--- src/rtl/global_pkg.sv ---
// Shared memory-side types: MAU operation codes, arbiter state encoding and
// the default transaction timeout.
package global_pkg;

    typedef enum logic [1:0] {
        MEM_NONE,
        LOAD_DATA,
        STORE_DATA,
        FETCH_DATA
    } memory_operation_t;

    typedef enum logic [1:0] {
        ARB_IDLE,
        ARB_GRANT,
        ARB_WAIT
    } arb_state_t;

    localparam int MEM_TIMEOUT_DEFAULT = 255;

endpackage

--- src/rtl/mem_arbiter_if.sv ---
// Arbiter <-> MAU bus: request fields, handshake returns and the abort strobe.
interface mem_arbiter_if;
    import global_pkg::*;

    memory_operation_t memory_operation;
    logic              cyc;
    logic [2:0]        funct3;
    logic [31:0]       addr;
    logic [31:0]       wdata;
    logic              ack;
    logic              data_valid;
    logic              done;
    logic              err;
    logic [31:0]       fetched_data;
    logic              abort;

    modport master (
        output memory_operation, cyc, funct3, addr, wdata, abort,
        input  ack, data_valid, done, err, fetched_data
    );

    modport slave (
        input  memory_operation, cyc, funct3, addr, wdata, abort,
        output ack, data_valid, done, err, fetched_data
    );

endinterface

--- src/rtl/mem_arbiter_rr_pick.sv ---
// 2-way round-robin chooser: a lone requester wins, a tie goes to the port
// that did not own the MAU last.
module rr_pick (
    input  logic [1:0] req,
    input  logic       last,
    output logic       pick
);

    assign pick = (req == 2'b11) ? ~last : req[1];

endmodule

--- src/rtl/mem_arbiter.sv ---
// Two-port arbiter in front of the memory access unit: round-robin grant held
// until completion, with a saturating timeout that aborts a stuck transaction.
module mem_arbiter
    import global_pkg::*;
#(
    parameter int TIMEOUT = MEM_TIMEOUT_DEFAULT,
    parameter int CNT_W   = 8
) (
    input  logic              clk,
    input  logic              rst,

    input  memory_operation_t m0_memory_operation,
    input  logic              m0_cyc,
    input  logic [2:0]        m0_funct3,
    input  logic [31:0]       m0_addr,
    input  logic [31:0]       m0_wdata,
    output logic              m0_ack,
    output logic              m0_data_valid,
    output logic              m0_done,
    output logic              m0_err,

    input  memory_operation_t m1_memory_operation,
    input  logic              m1_cyc,
    input  logic [2:0]        m1_funct3,
    input  logic [31:0]       m1_addr,
    input  logic [31:0]       m1_wdata,
    output logic              m1_ack,
    output logic              m1_data_valid,
    output logic              m1_done,
    output logic              m1_err,

    output logic [31:0]       rdata,
    mem_arbiter_if.master     mau,

    output logic              grant,
    output logic              busy
);

    arb_state_t        state;
    logic              last_grant;
    logic [CNT_W-1:0]  cnt;
    memory_operation_t op_q;
    logic              pick;

    rr_pick u_pick (
        .req  ({m1_cyc, m0_cyc}),
        .last (last_grant),
        .pick (pick)
    );

    memory_operation_t sel_op;
    logic              sel_cyc;
    logic [2:0]        sel_funct3;
    logic [31:0]       sel_addr;
    logic [31:0]       sel_wdata;

    always_comb begin
        sel_op     = grant ? m1_memory_operation : m0_memory_operation;
        sel_cyc    = grant ? m1_cyc              : m0_cyc;
        sel_funct3 = grant ? m1_funct3           : m0_funct3;
        sel_addr   = grant ? m1_addr             : m0_addr;
        sel_wdata  = grant ? m1_wdata            : m0_wdata;
    end

    logic in_grant, in_wait, complete, withdraw, timeout;

    assign in_grant = (state == ARB_GRANT);
    assign in_wait  = (state == ARB_WAIT);
    assign busy     = in_grant | in_wait;

    // The operation is latched at ack so completion decoding does not depend
    // on the requester holding its inputs steady through WAIT.
    assign complete = in_wait & (mau.err |
                      ((op_q == STORE_DATA) & mau.done) |
                      (((op_q == LOAD_DATA) | (op_q == FETCH_DATA)) & mau.data_valid));
    assign withdraw = in_grant & ~sel_cyc;
    assign timeout  = busy & (cnt == CNT_W'(TIMEOUT)) & ~complete & ~withdraw;

    always_comb begin
        mau.cyc              = in_grant & sel_cyc;
        mau.memory_operation = in_grant ? sel_op : MEM_NONE;
        mau.funct3           = in_grant ? sel_funct3 : 3'd0;
        mau.addr             = in_grant ? sel_addr : 32'd0;
        mau.wdata            = in_grant ? sel_wdata : 32'd0;
        mau.abort            = timeout;
    end

    logic rt_ack, rt_dv, rt_done, rt_err;

    assign rt_ack  = in_grant & mau.ack;
    assign rt_dv   = in_wait & mau.data_valid;
    assign rt_done = in_wait & mau.done;
    assign rt_err  = (in_wait & mau.err) | timeout;

    assign m0_ack        = rt_ack  & ~grant;
    assign m0_data_valid = rt_dv   & ~grant;
    assign m0_done       = rt_done & ~grant;
    assign m0_err        = rt_err  & ~grant;
    assign m1_ack        = rt_ack  & grant;
    assign m1_data_valid = rt_dv   & grant;
    assign m1_done       = rt_done & grant;
    assign m1_err        = rt_err  & grant;
    assign rdata         = mau.fetched_data;

    always_ff @(posedge clk or negedge rst) begin
        if (!rst) begin
            state      <= ARB_IDLE;
            grant      <= 1'b0;
            last_grant <= 1'b1;
            cnt        <= '0;
            op_q       <= MEM_NONE;
        end else begin
            if (busy && cnt != '1)
                cnt <= cnt + 1'b1;
            case (state)
                ARB_IDLE: begin
                    if (m0_cyc | m1_cyc) begin
                        grant <= pick;
                        cnt   <= '0;
                        state <= ARB_GRANT;
                    end
                end
                ARB_GRANT: begin
                    if (withdraw) begin
                        state <= ARB_IDLE;
                    end else if (timeout) begin
                        last_grant <= grant;
                        state      <= ARB_IDLE;
                    end else if (mau.ack) begin
                        op_q  <= sel_op;
                        state <= ARB_WAIT;
                    end
                end
                ARB_WAIT: begin
                    if (complete | timeout) begin
                        last_grant <= grant;
                        state      <= ARB_IDLE;
                    end
                end
                default: state <= ARB_IDLE;
            endcase
        end
    end

endmodule

--- src/flat_wrapper.sv ---
// flat-port wrapper written by rule: the top's interface ports become plain ports
module mem_arbiter_flat import global_pkg::*;
#(
    parameter int TIMEOUT = MEM_TIMEOUT_DEFAULT,
    parameter int CNT_W   = 8
)
  (clk, rst, m0_memory_operation, m0_cyc, m0_funct3, m0_addr, m0_wdata, m0_ack, m0_data_valid, m0_done, m0_err, m1_memory_operation, m1_cyc, m1_funct3, m1_addr, m1_wdata, m1_ack, m1_data_valid, m1_done, m1_err, rdata, grant, busy, mau_memory_operation, mau_cyc, mau_funct3, mau_addr, mau_wdata, mau_abort, mau_ack, mau_data_valid, mau_done, mau_err, mau_fetched_data);
  mem_arbiter_if mau_i ();
  input  logic clk;
  input  logic rst;
  input  memory_operation_t m0_memory_operation;
  input  logic m0_cyc;
  input  logic [2:0] m0_funct3;
  input  logic [31:0] m0_addr;
  input  logic [31:0] m0_wdata;
  output logic m0_ack;
  output logic m0_data_valid;
  output logic m0_done;
  output logic m0_err;
  input  memory_operation_t m1_memory_operation;
  input  logic m1_cyc;
  input  logic [2:0] m1_funct3;
  input  logic [31:0] m1_addr;
  input  logic [31:0] m1_wdata;
  output logic m1_ack;
  output logic m1_data_valid;
  output logic m1_done;
  output logic m1_err;
  output logic [31:0] rdata;
  output logic grant;
  output logic busy;
  output wire logic [$bits(mau_i.memory_operation)-1:0] mau_memory_operation;
  output wire logic [$bits(mau_i.cyc)-1:0] mau_cyc;
  output wire logic [$bits(mau_i.funct3)-1:0] mau_funct3;
  output wire logic [$bits(mau_i.addr)-1:0] mau_addr;
  output wire logic [$bits(mau_i.wdata)-1:0] mau_wdata;
  output wire logic [$bits(mau_i.abort)-1:0] mau_abort;
  input wire logic [$bits(mau_i.ack)-1:0] mau_ack;
  input wire logic [$bits(mau_i.data_valid)-1:0] mau_data_valid;
  input wire logic [$bits(mau_i.done)-1:0] mau_done;
  input wire logic [$bits(mau_i.err)-1:0] mau_err;
  input wire logic [$bits(mau_i.fetched_data)-1:0] mau_fetched_data;
  assign mau_memory_operation = mau_i.memory_operation;
  assign mau_cyc = mau_i.cyc;
  assign mau_funct3 = mau_i.funct3;
  assign mau_addr = mau_i.addr;
  assign mau_wdata = mau_i.wdata;
  assign mau_abort = mau_i.abort;
  assign mau_i.ack = mau_ack;
  assign mau_i.data_valid = mau_data_valid;
  assign mau_i.done = mau_done;
  assign mau_i.err = mau_err;
  assign mau_i.fetched_data = mau_fetched_data;
  mem_arbiter #(.TIMEOUT(TIMEOUT), .CNT_W(CNT_W)) u_core (.clk(clk), .rst(rst), .m0_memory_operation(m0_memory_operation), .m0_cyc(m0_cyc), .m0_funct3(m0_funct3), .m0_addr(m0_addr), .m0_wdata(m0_wdata), .m0_ack(m0_ack), .m0_data_valid(m0_data_valid), .m0_done(m0_done), .m0_err(m0_err), .m1_memory_operation(m1_memory_operation), .m1_cyc(m1_cyc), .m1_funct3(m1_funct3), .m1_addr(m1_addr), .m1_wdata(m1_wdata), .m1_ack(m1_ack), .m1_data_valid(m1_data_valid), .m1_done(m1_done), .m1_err(m1_err), .rdata(rdata), .mau(mau_i), .grant(grant), .busy(busy));
endmodule
--- config.mk ---
export PLATFORM = sky130hd
export DESIGN_NAME = mem_arbiter_flat
export DESIGN_NICKNAME = d
export VERILOG_FILES = /design/src/rtl/global_pkg.sv /design/src/rtl/mem_arbiter_if.sv /design/src/rtl/mem_arbiter_rr_pick.sv /design/src/rtl/mem_arbiter.sv /design/src/flat_wrapper.sv
export SDC_FILE = /design/constraint.sdc
export NUM_CORES = 1
export LEC_CHECK = 0
export CAP_MARGIN = 40
export CORE_AREA = 2 2 114 116
export CTS_BUF_LIST = sky130_fd_sc_hd__clkbuf_4
export DETAILED_ROUTE_END_ITERATION = 16
export DIE_AREA = 0 0 116 118
export GPL_TIMING_DRIVEN = 0
export MAX_ROUTING_LAYER = met4
export PLACE_DENSITY = 0.71
export SLEW_MARGIN = 15
export SYNTH_ARGS = -nofsm -noshare
export SYNTH_HDL_FRONTEND = slang
export SYNTH_HIERARCHICAL = 1
export SYNTH_SLANG_ARGS = --single-unit
export TNS_END_PERCENT = 50
--- constraint.sdc ---
create_clock -name clk -period 3.8 [get_ports clk]
set_input_delay 0.76 -clock clk [delete_from_list [all_inputs] [get_ports clk]]
set_output_delay 0.76 -clock clk [all_outputs]
set_load 0.05 [all_outputs]
; ---- After elaboration in Yosys (flattened, before gate mapping)
; Index checks and enable logic that the tools add are counted.
[word_totals]
reg_bits = 14
[classes]
n_reduce_logical = 7
n_eq_ne = 13
mux = 23
addsub = 1
bitwise = 33
[ops]
columns = op, n
row1 = $mux W32, 4
row2 = $mux W8, 3
row3 = $and A1 B1 Y1, 20
row4 = $mux W2, 7
row5 = $add A8 B1 Y8 const B, 1
row6 = $eq A2 B2 Y1 const B, 4
row7 = $eq A8 B8 Y1 const B, 1
row8 = $ne A8 B8 Y1 const B, 1
row9 = $reduce_and A4 Y1, 2
row10 = $or A1 B1 Y1, 7
row11 = $mux W3, 2
row12 = $ne A2 B2 Y1 const B, 3
row13 = $not A1 Y1, 6
row14 = $pmux W2 S3, 1
row15 = $mux W1, 5
row16 = $eq A2 B1 Y1 const B, 2
row17 = $ne A4 B4 Y1 const B, 1
row18 = $reduce_and A3 Y1, 1
row19 = $logic_not A2 Y1, 1
row20 = $ne A2 B1 Y1 const B, 1
row21 = $pmux W1 S2, 1
row22 = $reduce_and A2 Y1, 1
row23 = $reduce_bool A2 Y1, 1
row24 = $logic_and A1 B1 Y1, 1

; ---- Longest topological paths before layout
[depth]
depth_word = 11
depth_mapped = 7
ltp_nobuf = 7

; ---- Modules after synthesis
; The synthesis kept the hierarchy.
[by_module_without_submodules]
columns = module, area_per_inst_um2, cells_each, instances
row1 = mem_arbiter, 2318.5, 280, 1
row2 = rr_pick, 11.3, 1, 1

; ---- Worst setup path before layout
; No wires, ideal clock.
[synth_timing]
path_type = flip-flop to output port
start = register u_core.state[1]
end = output m1_err
path_stages_with_launch = 8
t_arrival_ps = 2749
n_path_buf = 0
t_required_ps = 3040
path_slack_ps = 291
cell_sequence = dfrtp_1 -> inv_1 -> ha_1 -> nand4_1 -> a211oi_2 -> and2_1 -> a21oi_1 -> nor2b_1
[synth_between]
elab_chain_len = 7
[synth_lines]
columns = item, line_no
row1 = "start, declared", mem_arbiter.sv:39  ; arb_state_t state;
row2 = "start signal, assigned", mem_arbiter.sv:107  ; state <= ARB_IDLE;
row3 = "start signal, assigned", mem_arbiter.sv:120  ; state <= ARB_GRANT;
row4 = "start signal, assigned", mem_arbiter.sv:125  ; state <= ARB_IDLE;
row5 = $eq A2 B1 Y1 or $eq A2 B2 Y1 (tied branches), "mem_arbiter.sv:67, mem_arbiter.sv:68"
row6 = $or A1 B1 Y1 (*), mem_arbiter.sv:69  ; assign busy = in_grant | in_wait;
row7 = net busy, flat_wrapper.sv:31  ; output logic busy;
row8 = $and A1 B1 Y1 (*) (3 in series), mem_arbiter.sv:77  ; assign timeout = busy & (cnt == CNT_W'(TIMEOUT)) & ~complete & ~withdraw;
row9 = net mau_abort, flat_wrapper.sv:37  ; output wire logic [$bits(mau_i.abort)-1:0] mau_abort;
row10 = $or A1 B1 Y1 (*), mem_arbiter.sv:93  ; assign rt_err = (in_wait & mau.err) | timeout;
row11 = $and A1 B1 Y1 (*), mem_arbiter.sv:102  ; assign m1_err = rt_err & grant;
row12 = "end, declared", flat_wrapper.sv:28  ; output logic m1_err;
; The timed path passes the listed nets; every way through them passes the cells marked *.

; ---- Worst setup path after layout
[layout_timing]
start = input m0_cyc
end = output mau_abort
[layout_between]
elab_chain_len = 5
[layout_lines]
columns = item, line_no
row1 = "start, declared", flat_wrapper.sv:12  ; input logic m0_cyc;
row2 = $mux W1, mem_arbiter.sv:59  ; sel_cyc = grant ? m1_cyc : m0_cyc;
row3 = $not A1 Y1, mem_arbiter.sv:76  ; assign withdraw = in_grant & ~sel_cyc;
row4 = $and A1 B1 Y1, mem_arbiter.sv:76
row5 = $not A1 Y1 (no source line), -
row6 = $and A1 B1 Y1, mem_arbiter.sv:77
row7 = "end, declared", flat_wrapper.sv:37
; Every way passes these cells.

==> results.md <==
* Status: finished clean
* Core Box Area at between 10000 and 15000 µm²
* Num rows at 41
* Mapped Nets at 463
* Cell Count, Final, Fillers Out at 715
* Cts hold-fix bufs at 0
* Final worst slack at about 0.29 ns
* Max Clk Rate at ~280 MHz
* Final WL at around 10000 µm
* Largest net degree at the start of global routing at 15
* CP cell instances: clkdlybuf4s50_1 > mux2i_1 > a211oi_2 > and2_1 > clkdlybuf4s50_1
* YS warnings at 6
* Overall die width at between 100 and 150 µm
* Layout cell share with drive strength beyond 1 at 10.1%
* Dpl ws at ~0.048 ns
* Fin. Hold Viols at 0
* PostCTS Resize Cnt at 0
* Drt initial violations at 89
* RSZ-0062 raised after global routing: false
* Final setup viols at 0
* Initial antenna violation count at 0
* Max layer used: met4
* Vias in the first global route at 2978
* Worst-path maximum fanout at 4
* Worst EP required at roughly 3.0 ns
* Seq/Total Area, Yosys at 15.1%
* Lkg Pwr at between 2 and 2.5 nW
* Die Ht at around 120 µm
* Met2 WL at 5820 µm
* Synthesized area at about 2300 µm²
* CTS tree: done
* # IOs at 291
* Setup TNS at 0 ns
* Global Route Usage Sum at between 10 and 15%
* Setup Skew at about 0.0084 ns
* Max-Slew Margin vs Limit at a little under three fifths
* Nature of the critical path startpoint: primary input
* Diode count at 0
* Clk sinks at 14
* Worst Max-Slew Pin Slew at between 0.6 and 0.7 ns
* Setup bufs post-CTS at 0
* CTS Buf Count at 3
* CTS max path bufs at 2
* Cells after DPL at 711
* Antenna-violating nets left at 0
* Commonest non-fill, non-tap cell in the layout: clkdlybuf4s50_1
* Vias/cell at around 4.1
* Slowest Stage Delay on Critical Path at ~0.83 ns
* Tcrit/Tclk final at roughly 92%
* DRC viols at 0
* Wire per inst at about 15 µm
* Port bufs at about 260
* Yosys cell types at 43
* Hold_ws at 0.541 ns
* CP arrival at 2.75 ns
* Global-route wire length before repair at ~15000 µm
* Yosys reg bits at 14
* Worst hold path class: register to register
* Nets at a little over 700
* Via count at around 2900
* PwrDens at 693 nW/µm²
* DRT Pass-1 Iters at 4
* Worst VDD drop at about 0.42 mV
* Worst path slowest cell: clkdlybuf4s50_1
* Most used cell, CP: clkdlybuf4s50_1
* Die area at roughly 14000 µm²
* Layout area overhead at 122%
* Initial Util at approximately a fifth
* Worst skew pair latency at ~0.28 ns
* Crit Path Category: primary input to primary output
* Setup crit end kind: primary output
* Final Max Slew Viols at 0
* M1 wire length at around 3700 µm
* Cells after Synth at around 280
* Routability cong. at 0.851
* CTS clk-pin slew, worst paths at 0.09 ns
* Dpl hpwl at about 9200 µm
* Max cap viols at 0
* Post-layout minimum cycle time at roughly 3.5 ns
* Remaining Overflow, GRT at 0
* Met3 wire len at 813 µm
* H-tree levels at 1
* Syn avg cell area at ~8.3 µm²
* Clock root buffer: clkbuf_4
* Commonest non-fill, non-tap cells in the layout: clkdlybuf4s50_1 (256), mux2i_1 (71), nor2b_1 (71)
## logic make-up after synthesis
family / Yosys count / synth area share, %
compound gates: 19 / 5.85
fa+ha+maj: 4 / 2.15
flops: 14 / 15.1
xor+xnor: 5 / 1.88
simple gates: 111 / 28.8
buf+inv: 55 / 14.8
mux: 73 / 31.5
## synthesized netlist by cell type (all sizes together)
| library cell | count | area share [%] |
|---|---|---|
| o2bb2ai | 1 | 0.38 |
| a21bo | 1 | 0.43 |
| and3 | 3 | 0.81 |
| nor3 | 1 | 0.21 |
| a21oi | 5 | 1.2 |
| inv | 5 | 0.81 |
| o211ai | 1 | 0.32 |
| mux2i | 71 | 31 |
| nand3b | 2 | 0.64 |
| nand3 | 4 | 0.86 |
| o21a | 1 | 0.32 |
| nand4 | 2 | 0.81 |
| o32a | 1 | 0.43 |
| o21ai | 4 | 0.86 |
| a21boi | 1 | 0.48 |
| nand2 | 3 | 0.48 |
| dfstp | 1 | 1.1 |
| nor2 | 17 | 2.7 |
| nand2b | 1 | 0.59 |
| and2 | 1 | 0.27 |
| and3b | 2 | 0.75 |
| buf | 42 | 13 |
| and4 | 1 | 0.38 |
| nor2b | 71 | 19 |
| xnor2 | 4 | 1.5 |
| a31oi | 2 | 0.54 |
| xor2 | 1 | 0.38 |
| nor3b | 3 | 1.2 |
| ha | 4 | 2.1 |
| a211oi | 2 | 0.86 |
| mux2 | 2 | 0.97 |
| clkbuf | 8 | 1.3 |
| dfrtp | 13 | 14 |
## metrics by stage
stage	util, %	power, mW	cell area [µm²]
finish	41.6	3.58	5160
floorplan	-	2.47	2330
global placement	41.3	3.47	5130
CTS	41.5	3.62	5160
detailed placement	41.3	3.51	5130
global route	41.6	3.76	5160
## routing by layer
layer / global-route usage (%) / vias to the layer above
li1: - / 1444
met1: 14.8 / 1350
met2: 27.7 / 114
met3: 2.32 / 8
met4: 2.46 / 0
met5: - / -
## path summary, 6_finish.rpt
kind	depth (start not counted)	slack, ns	from	end
worst max-delay path	5	0.29	m0_cyc	mau_abort
worst min-delay path	1	0.54	u_core/state[1]	u_core/state[1]
worst max register to register	6	1.97	u_core/state[1]	u_core/state[1]
worst min register to register	1	0.54	u_core/state[1]	u_core/state[1]
max in group asynchronous	1	2.51	rst	u_core/grant
min in group asynchronous	1	0.87	rst	u_core/cnt[4]
## critical path: cells and delay by family
kind                   cells  cell delay [ns]
buffers and inverters      2             1.38
AO/OA/AOI/OAI              1             0.28
AND/OR/NAND/NOR            1             0.19
multiplexers               1             0.15
## state kept, by name, indices dropped and copies added, names as in the netlist
| register | cells |
|---|---|
| u_core/grant | 1 |
| u_core/op_q | 2 |
| u_core/last_grant | 1 |
| u_core/cnt | 8 |
| u_core/state | 2 |
## cell type report
class                      instances  area, µm²
sequential                        14        352
multi-input combinational        212       1630
fill                            1258       7250
clock buffer                       4       30.0
buffer                            50        325
tap                              172        215
inverter                           5       18.8
timing repair buffer             258       2590
## power breakdown
group	internal (mW)	switching [mW]	leakage, nW
Clock	0.0478	0.0478	0.0184
Combinational	1.24	2.02	1.98
Sequential	0.195	0.0287	0.180
No activity file was read; power rests on OpenSTA's default activity.
